==> config.mk <==
export PLATFORM = sky130hd
export DESIGN_NAME = clg_serial_add_ctrl
export DESIGN_NICKNAME = d
export VERILOG_FILES = /design/src/rtl/clg_ctrl_pkg.sv /design/src/rtl/fourbits_CLGadder.sv /design/src/rtl/clg_serial_add_ctrl.sv
export SDC_FILE = /design/constraint.sdc
export NUM_CORES = 1
export LEC_CHECK = 0
export CORE_UTILIZATION = 45
export DETAILED_ROUTE_END_ITERATION = 16
export PLACE_DENSITY = 0.7
export SETUP_SLACK_MARGIN = 0.4
export SKIP_LAST_GASP = 1
export SLEW_MARGIN = 20
export SYNTH_ARGS = -nofsm -noshare
export SYNTH_HDL_FRONTEND = slang
export SYNTH_HIERARCHICAL = 1
export SYNTH_SLANG_ARGS = --single-unit
export TNS_END_PERCENT = 30
==> constraint.sdc <==
create_clock -name clk -period 3.43 [get_ports clk]
set_clock_uncertainty 0.2 [all_clocks]
set_input_delay 1.029 -clock clk [delete_from_list [all_inputs] [get_ports clk]]
set_output_delay 1.029 -clock clk [all_outputs]
set_load 0.02 [all_outputs]
==> src/rtl/clg_ctrl_pkg.sv <==
// ---------------------------------------------------------------------------
// clg_ctrl_pkg
// Shared definitions for the digit-serial CLG adder controller: FSM state
// encoding, nibble width and the nibble step-count helper.
// Related configuration macro: CLG_SUB_EN (used by clg_serial_add_ctrl).
// ---------------------------------------------------------------------------
package clg_ctrl_pkg;

    localparam int unsigned NIB = 4;

    typedef enum logic [1:0] {
        IDLE = 2'd0,
        RUN  = 2'd1,
        DONE = 2'd2
    } state_t;

    // Number of nibble steps needed to cover an operand of the given width.
    function automatic int unsigned step_count(input int unsigned width);
        return width / NIB;
    endfunction

endpackage

==> src/rtl/fourbits_CLGadder.sv <==
// ---------------------------------------------------------------------------
// fourbits_CLGadder
// Combinational 4-bit carry-lookahead adder slice.
// Ports:
//   a    in  4  operand A nibble
//   b    in  4  operand B nibble
//   cin  in  1  carry in
//   sum  out 4  nibble sum (combinational)
//   cout out 1  carry out of bit 3 (combinational)
// ---------------------------------------------------------------------------
module fourbits_CLGadder (
    input  logic [3:0] a,
    input  logic [3:0] b,
    input  logic       cin,
    output logic [3:0] sum,
    output logic       cout
);

    logic [3:0] g;
    logic [3:0] p;
    logic [4:0] c;

    assign g = a & b;
    assign p = a ^ b;

    // Every carry is computed directly from generate/propagate terms.
    assign c[0] = cin;
    assign c[1] = g[0] | (p[0] & cin);
    assign c[2] = g[1] | (p[1] & g[0]) | (p[1] & p[0] & cin);
    assign c[3] = g[2] | (p[2] & g[1]) | (p[2] & p[1] & g[0])
                | (p[2] & p[1] & p[0] & cin);
    assign c[4] = g[3] | (p[3] & g[2]) | (p[3] & p[2] & g[1])
                | (p[3] & p[2] & p[1] & g[0])
                | (p[3] & p[2] & p[1] & p[0] & cin);

    assign sum  = p ^ c[3:0];
    assign cout = c[4];

endmodule

==> src/rtl/clg_serial_add_ctrl.sv <==
// ---------------------------------------------------------------------------
// clg_serial_add_ctrl
// Digit-serial WIDTH-bit adder: latches an operand pair, pushes one nibble
// per cycle (LSB first) through a single 4-bit CLG slice, ripples the carry
// through a register and presents the assembled result via valid/ready.
// Optional macro CLG_SUB_EN adds a 'sub' input selecting a - b.
// Ports:
//   clk       in  1      rising-edge clock
//   rst       in  1      asynchronous active-high reset
//   in_valid  in  1      operand pair offered
//   in_ready  out 1      controller idle and able to accept
//   a, b      in  WIDTH  operands
//   cin       in  1      carry into bit 0
//   sub       in  1      (CLG_SUB_EN only) subtract b from a
//   out_valid out 1      result held for the consumer
//   out_ready in  1      consumer takes the result
//   sum       out WIDTH  result
//   cout      out 1      carry out of bit WIDTH-1 (no-borrow when subtracting)
//   busy      out 1      high while nibble steps are running
// ---------------------------------------------------------------------------
module clg_serial_add_ctrl
    import clg_ctrl_pkg::*;
#(
    parameter int unsigned WIDTH = 16
) (
    input  logic             clk,
    input  logic             rst,
    input  logic             in_valid,
    output logic             in_ready,
    input  logic [WIDTH-1:0] a,
    input  logic [WIDTH-1:0] b,
    input  logic             cin,
`ifdef CLG_SUB_EN
    input  logic             sub,
`endif
    output logic             out_valid,
    input  logic             out_ready,
    output logic [WIDTH-1:0] sum,
    output logic             cout,
    output logic             busy
);

    localparam int unsigned NSTEP = step_count(WIDTH);
    localparam int unsigned SW    = (NSTEP > 1) ? $clog2(NSTEP) : 1;

    if ((WIDTH % NIB) != 0 || WIDTH < NIB) begin : g_bad_width
        $error("clg_serial_add_ctrl: WIDTH must be a non-zero multiple of 4");
    end

    state_t           state_q,     state_d;
    logic [WIDTH-1:0] a_q,         a_d;
    logic [WIDTH-1:0] b_q,         b_d;
    logic [WIDTH-1:0] sum_q,       sum_d;
    logic [SW-1:0]    step_q,      step_d;
    logic             carry_q,     carry_d;
    logic             cout_q,      cout_d;
    logic             in_ready_q,  in_ready_d;
    logic             out_valid_q, out_valid_d;
    logic             busy_q,      busy_d;
`ifdef CLG_SUB_EN
    logic             sub_q,       sub_d;
`endif

    logic [NIB-1:0]   a_nib;
    logic [NIB-1:0]   b_nib;
    logic [NIB-1:0]   slice_sum;
    logic             slice_cout;
    logic             carry_init;

    // Nibble selection for the current step; constant-index mux avoids a
    // variable part-select whose index width depends on WIDTH.
    always_comb begin
        a_nib = '0;
        b_nib = '0;
        for (int i = 0; i < NSTEP; i++) begin
            if (step_q == SW'(i)) begin
                a_nib = a_q[i*NIB +: NIB];
                b_nib = b_q[i*NIB +: NIB];
            end
        end
`ifdef CLG_SUB_EN
        // Two's complement subtract: invert B here, carry starts at 1.
        if (sub_q) begin
            b_nib = ~b_nib;
        end
`endif
    end

    fourbits_CLGadder u_slice (
        .a    (a_nib),
        .b    (b_nib),
        .cin  (carry_q),
        .sum  (slice_sum),
        .cout (slice_cout)
    );

    // Initial ripple carry for a newly accepted operation.
`ifdef CLG_SUB_EN
    assign carry_init = sub ? 1'b1 : cin;
`else
    assign carry_init = cin;
`endif

    // Next-state and next-output logic.
    always_comb begin
        state_d     = state_q;
        a_d         = a_q;
        b_d         = b_q;
        sum_d       = sum_q;
        step_d      = step_q;
        carry_d     = carry_q;
        cout_d      = cout_q;
        in_ready_d  = in_ready_q;
        out_valid_d = out_valid_q;
        busy_d      = busy_q;
`ifdef CLG_SUB_EN
        sub_d       = sub_q;
`endif

        unique case (state_q)
            IDLE: begin
                if (in_valid && in_ready_q) begin
                    a_d        = a;
                    b_d        = b;
                    carry_d    = carry_init;
                    step_d     = '0;
                    state_d    = RUN;
                    in_ready_d = 1'b0;
                    busy_d     = 1'b1;
`ifdef CLG_SUB_EN
                    sub_d      = sub;
`endif
                end
            end

            RUN: begin
                for (int i = 0; i < NSTEP; i++) begin
                    if (step_q == SW'(i)) begin
                        sum_d[i*NIB +: NIB] = slice_sum;
                    end
                end
                carry_d = slice_cout;
                if (step_q == SW'(NSTEP - 1)) begin
                    // Last nibble: publish carry-out and present the result.
                    cout_d      = slice_cout;
                    step_d      = '0;
                    state_d     = DONE;
                    busy_d      = 1'b0;
                    out_valid_d = 1'b1;
                end else begin
                    step_d = SW'(step_q + SW'(1));
                end
            end

            DONE: begin
                // Only the consumer handshake acts here; new requests wait
                // for the following IDLE cycle.
                if (out_ready) begin
                    out_valid_d = 1'b0;
                    in_ready_d  = 1'b1;
                    state_d     = IDLE;
                end
            end

            default: begin
                state_d     = IDLE;
                in_ready_d  = 1'b1;
                out_valid_d = 1'b0;
                busy_d      = 1'b0;
                step_d      = '0;
            end
        endcase
    end

    // State and output registers.
    always_ff @(posedge clk or posedge rst) begin
        if (rst) begin
            state_q     <= IDLE;
            a_q         <= '0;
            b_q         <= '0;
            sum_q       <= '0;
            step_q      <= '0;
            carry_q     <= 1'b0;
            cout_q      <= 1'b0;
            in_ready_q  <= 1'b1;
            out_valid_q <= 1'b0;
            busy_q      <= 1'b0;
`ifdef CLG_SUB_EN
            sub_q       <= 1'b0;
`endif
        end else begin
            state_q     <= state_d;
            a_q         <= a_d;
            b_q         <= b_d;
            sum_q       <= sum_d;
            step_q      <= step_d;
            carry_q     <= carry_d;
            cout_q      <= cout_d;
            in_ready_q  <= in_ready_d;
            out_valid_q <= out_valid_d;
            busy_q      <= busy_d;
`ifdef CLG_SUB_EN
            sub_q       <= sub_d;
`endif
        end
    end

    assign in_ready  = in_ready_q;
    assign out_valid = out_valid_q;
    assign busy      = busy_q;
    assign sum       = sum_q;
    assign cout      = cout_q;

endmodule
## Word-level counts from Yosys, hierarchy flattened

Index checks and enable logic that the tools add are counted.

- Equal/unequal tests: 8
- Multiplexer cells: 26
- Reductions and logical operators: 15
- Add/sub/neg operators: 1
- Bitwise operators: 32

Operator list:

| kind | number |
|---|---|
| 4-bit two-way mux | 8 |
| 1-bit bitwise AND | 16 |
| 2-bit AND reduction | 7 |
| 2-bit one-hot mux with 3 select lines | 2 |
| 3-bit AND reduction | 4 |
| 2-bit two-way mux | 5 |
| 1-bit bitwise OR | 10 |
| 1-bit one-hot mux with 3 select lines | 3 |
| 4-bit XOR | 2 |
| 1-bit two-way mux | 7 |
| 2-bit == test, second input constant | 3 |
| 2-bit != test, second input constant | 3 |
| 4-bit bitwise AND | 1 |
| 2-bit by 1-bit == test with 1-bit output, second input constant | 2 |
| 2-bit zero test | 2 |
| 1-bit inverter | 3 |
| 2-bit by 1-bit adder with 2-bit output, second input constant | 1 |
| 1-bit one-hot mux with 2 select lines | 1 |
| 2-bit nonzero test | 1 |
| 1-bit logical AND | 1 |

- Flip-flop bits (word level): 57
- Output and inout port bits: 20
- Word-level logic and storage cells: 95
- Input port bits: 37

## Longest topological paths before layout

- Depth after elaboration: 12
- Mapped depth: 13

## Hierarchy

Netlist, hierarchy kept.

By module, submodules not included:

| module | area each (sq um) | cells an instance | times used |
|---|---|---|---|
| clg_serial_add_ctrl | 2493.6 | 184 | 1 |
| fourbits_CLGadder | 147.6 | 17 | 1 |

## Worst setup path before layout

OpenSTA, ideal clock, no wires.

- Path kind: register to register
- From: register step_q[0]
- To: register cout_q, in the netlist cout
- Path buffers: 2
- Arrival time: 2472 ps
- Slack: 634 ps
- Cell stages (with the launch flop): 12
- Setup time: 125 ps
- Period minus slack after synthesis: 2796 ps
- Cell sequence: dfrtp_1 > ha_1 > buf_2 > nor2b_1 > buf_2 > a221oi_1 > o31ai_1 > ha_1 > a21o_1 > a31o_1 > a21o_1 > mux2_2

RTL lines:

| element | RTL line | source |
|---|---|---|
| start: declaration | clg_serial_add_ctrl.sv:54 | `logic [SW-1:0] step_q, step_d;` |
| start signal: assignment | clg_serial_add_ctrl.sv:196 | `step_q <= step_d;` |
| 2-bit zero test | clg_serial_add_ctrl.sv:76 | `if (step_q == SW'(i)) begin` |
| 4-bit two-way mux (3 in series) | clg_serial_add_ctrl.sv:76 |  |
| 4-bit two-way mux * | clg_serial_add_ctrl.sv:76 |  |
| named net a_nib[0] | clg_serial_add_ctrl.sv:64 | `logic [NIB-1:0] a_nib;` |
| 4-bit bitwise AND / 4-bit XOR (equally long branches) | fourbits_CLGadder.sv:23, fourbits_CLGadder.sv:24 |  |
| 1-bit bitwise AND, on equally long branches | fourbits_CLGadder.sv:33, fourbits_CLGadder.sv:34 |  |
| 1-bit bitwise OR / 1-bit bitwise AND (equally long branches) | fourbits_CLGadder.sv:33, fourbits_CLGadder.sv:34 |  |
| 1-bit bitwise OR * | fourbits_CLGadder.sv:34 | `\| (p[3] & p[2] & p[1] & p[0] & cin);` |
| named net slice_cout | clg_serial_add_ctrl.sv:67 | `logic slice_cout;` |
| end signal: assignment | clg_serial_add_ctrl.sv:198 | `cout_q <= cout_d;` |
| end: declaration | clg_serial_add_ctrl.sv:56 | `logic cout_q, cout_d;` |

The timed path passes the listed nets; every way through them passes the cells marked *.
A chain may end at the register's enable or synchronous reset.

## Final worst setup path

- From: register step_q[0]
- To: register sum_q[7], in the netlist sum[7]

RTL lines:

| element | RTL line | source |
|---|---|---|
| 2-bit zero test | clg_serial_add_ctrl.sv:76 |  |
| 4-bit two-way mux (3 in series) | clg_serial_add_ctrl.sv:76 |  |
| 4-bit two-way mux * | clg_serial_add_ctrl.sv:76 |  |
| named net b_nib[0] | clg_serial_add_ctrl.sv:65 | `logic [NIB-1:0] b_nib;` |
| 4-bit bitwise AND / 4-bit XOR (equally long branches) | fourbits_CLGadder.sv:23, fourbits_CLGadder.sv:24 |  |
| 1-bit bitwise AND, on equally long branches | fourbits_CLGadder.sv:30, fourbits_CLGadder.sv:31 |  |
| 1-bit bitwise OR / 1-bit bitwise AND (equally long branches) | fourbits_CLGadder.sv:30, fourbits_CLGadder.sv:31 |  |
| 1-bit bitwise OR * | fourbits_CLGadder.sv:31 | `\| (p[2] & p[1] & p[0] & cin);` |
| 4-bit XOR * | fourbits_CLGadder.sv:36 | `assign sum = p ^ c[3:0];` |
| named net slice_sum[3] | clg_serial_add_ctrl.sv:66 | `logic [NIB-1:0] slice_sum;` |
| end signal: assignment | clg_serial_add_ctrl.sv:195 | `sum_q <= sum_d;` |
| end: declaration | clg_serial_add_ctrl.sv:53 | `logic [WIDTH-1:0] sum_q, sum_d;` |

Marks and branches as above.

==> impl_metrics.toml <==
[run_status]
status = "completed"

[detailed_routing]
firstDrtPassIters = 3
vias = 1753
wl_met3_um = 233
drt_iter0_drc = 62
ant_nets = 0
routed.top_layer = "met4"
wirelength_um = 5090
post-route-drc-count = 0
routed_via_density = 5.20
post_drt_wl_per_cell_um = 15.1
wl_met2_um = 2340
wl_met1_um = 2420

[critical_path]
cp.arrival_ns = 2.87
reg2reg_from = "step_q[0]"
critPathKind = "reg -> reg"
r2r_slack_ns = 0.57
r2r_end = "sum[7]"
critPathLaunchType = "flop"
cp-end-kind = "flop"
cp_max_fo = 7
critPathRequiredTime_ns = 3.44
reg2regPathDepth = 10

[clocking]
clockBufferDepth = 2
htreeDepth = 3
clock-sinks = 57
cts_tree = "built"
clk_pin_slew_ns = 0.06
root_buffer = "clkbuf_8"
cts_made_buffers = 9
clock_latency_ns = 0.32

[placed_design]
place_area_mm2 = 0.00326
port_buffers = 56
hpwl_um = 3730
place_congestion = 0.775

[finish]
post-route-util = 0.621
fillers = 456
drive_gt1_frac = 0.279
area_growth_pct = 31.1
ff_latch_area_mm2 = 0.00143
design_area_mm2 = 0.00346
multi_input_area_mm2 = 0.00114
finalNetCount = 309
antennaDiodeCount = 0

[synthesis]
synthFlopType = "dfrtp_1"
synthDistinctLibCells = 32
seq_area_frac_synth = 0.541
synth_edf_count = 0
yosysMostFrequentCell = "dfrtp_1"
synth_area_leader_cell = "dfrtp_1"
synth.ff_latch_count = 57
yosys.area.top_type_share = 0.531
syn_area_per_cell_um2 = 13.1
synth_area_leaders = "dfrtp_1 53%, mux2_2 21%, ha_1 3.8%, a221oi_1 2.7%, nor2b_1 2.4%"
syn_inst = 201
syn_area_mm2 = 0.00264
synthTopCellsByCount = "56 x dfrtp_1, 49 x mux2_2, 16 x nand2_1, 10 x nor2b_1, 9 x inv_1"
synth_warnings = 6
syn_nets = 247
async_reset_ff_frac = 1.00

[power_and_ir_drop]
power.density_mw_per_mm2 = 954
leakage_nw = 1.53
max-vdd-ir-drop_v = 0.000478
p_total_mw = 3.30

[hold_path]
worstHoldEndpoint = "out_valid"
whs_path_depth = 2
hold_path.class = "reg -> reg"
hold_start = "out_valid"

[die]
ios = 57
initial_core_util = 0.474
coreArea_mm2 = 0.00557
die_w_um = 78.6
die_area_mm2 = 0.00618
core.rowCount = 27
fp.dieH_um = 78.6

[global_route]
grt.overflow.total = 0
grt_pass1_wl_um = 8540
antenna_found_initial = 0
track_usage = 0.189
grt_max_degree = 34
grt_pass1_vias = 1784

[sta]
setup_viol_count_final = 0
hold_violations = 0
relSlewSlack = 0.535
min_period_ns = 2.86
setup_tns_ns = 0
rsz0062_at_grt = "no"
drv_slew = 0
worst_pin_slew_ns = 0.698
timing.fmax_ghz = 0.350
period_share = 0.833

[flow_run]
cap_viol_max_count = 0
-- timing repair --
action | in CTS | in global routing
resized for setup | 1 | 4
hold buffers | 0 | 0
pin swaps | 0 | 1
endpoints found under the setup margin | 15 | 18
setup buffers | 0 | 1
-- critical path, stage by stage (launching register included) --
cell	delay [ns]
dfrtp_1	0.42
inv_1	0.10
ha_1	0.18
nor2b_4	0.26
a221oi_1	0.11
o31ai_1	0.29
ha_1	0.30
a21o_1	0.19
a31o_1	0.24
xor2_1	0.18
mux2_2	0.27
-- cells by family (layout without fill, tap and decap cells) --
kind of cell,Yosys count,count (layout),share of synthesized area
AO/OA/AOI/OAI,30,30,0.0839
XOR/XNOR,3,3,0.00995
adder cells (fa/ha/maj),9,9,0.0455
buffers and inverters,18,82,0.0365
flip-flops,57,57,0.541
multiplexers,49,49,0.209
AND/OR/NAND/NOR,35,35,0.0749
-- per-layer routing --
layer  vias up  global-route usage
li1        842                   -
met1       853               0.249
met2        48               0.283
met3        10              0.0605
met4         0              0.0870
met5         -                   0
-- how the worst max path moves through the flow --
stage	start	end	slack (ns)	cells past startpoint
after global placement	step_q[0]	sum[3]	0.34	10
after CTS	step_q[0]	sum[7]	0.41	10
after floorplan	step_q[0]	cout	0.63	11
after detailed placement	step_q[0]	sum[7]	0.24	10
final	step_q[0]	sum[7]	0.57	10
after global routing	step_q[0]	sum[15]	0.42	10
-- layout make-up --
type / instances / area share
sequential: 57 / 0.412
multi-input combinational: 126 / 0.329
timing repair buffer: 60 / 0.174
clock buffer: 13 / 0.0488
tap: 72 / 0.0260
inverter: 9 / 0.00976
-- through the flow --
step                cells  hold WS [ns]  setup slack [ns]
floorplan             201         0.280             0.634
CTS                   336         0.280             0.406
detailed placement    323         0.268             0.241
finish                337         0.275             0.574
global placement      323         0.261             0.337
global route          337         0.297             0.415
-- power breakdown --
group | internal [mW] | leakage [nW] | switching (mW)
sequential | 0.985 | 0.705 | 0.197
combinational | 0.801 | 0.733 | 0.783
clock | 0.309 | 0.0875 | 0.227
-- state kept, by name, summed over array words and instances (netlist names) --
name	count
busy	1
state_q	2
out_valid	1
carry_q	1
cout	1
in_ready	1
sum	16
a_q	16
step_q	2
b_q	16
-- cells in the final DEF, fill, tap and decap left out, types with 2 or more instances in the layout --
| cell | synthesis | final |
|---|---|---|
| a21o_1 | 3 | 3 |
| o21ai_0 | 4 | 4 |
| buf_4 | 1 | 3 |
| clkbuf_8 | 0 | 12 |
| dfrtp_1 | 56 | 56 |
| nor2b_1 | 10 | 9 |
| nand2_1 | 16 | 16 |
| a21oi_1 | 2 | 2 |
| xnor2_1 | 2 | 2 |
| clkdlybuf4s50_1 | 0 | 56 |
| ha_1 | 8 | 7 |
| mux2_2 | 49 | 49 |
| nor2_1 | 2 | 2 |
| o31ai_1 | 8 | 7 |
| a221oi_1 | 8 | 7 |
| inv_1 | 9 | 8 |
No activity file was read; power rests on OpenSTA's default activity.
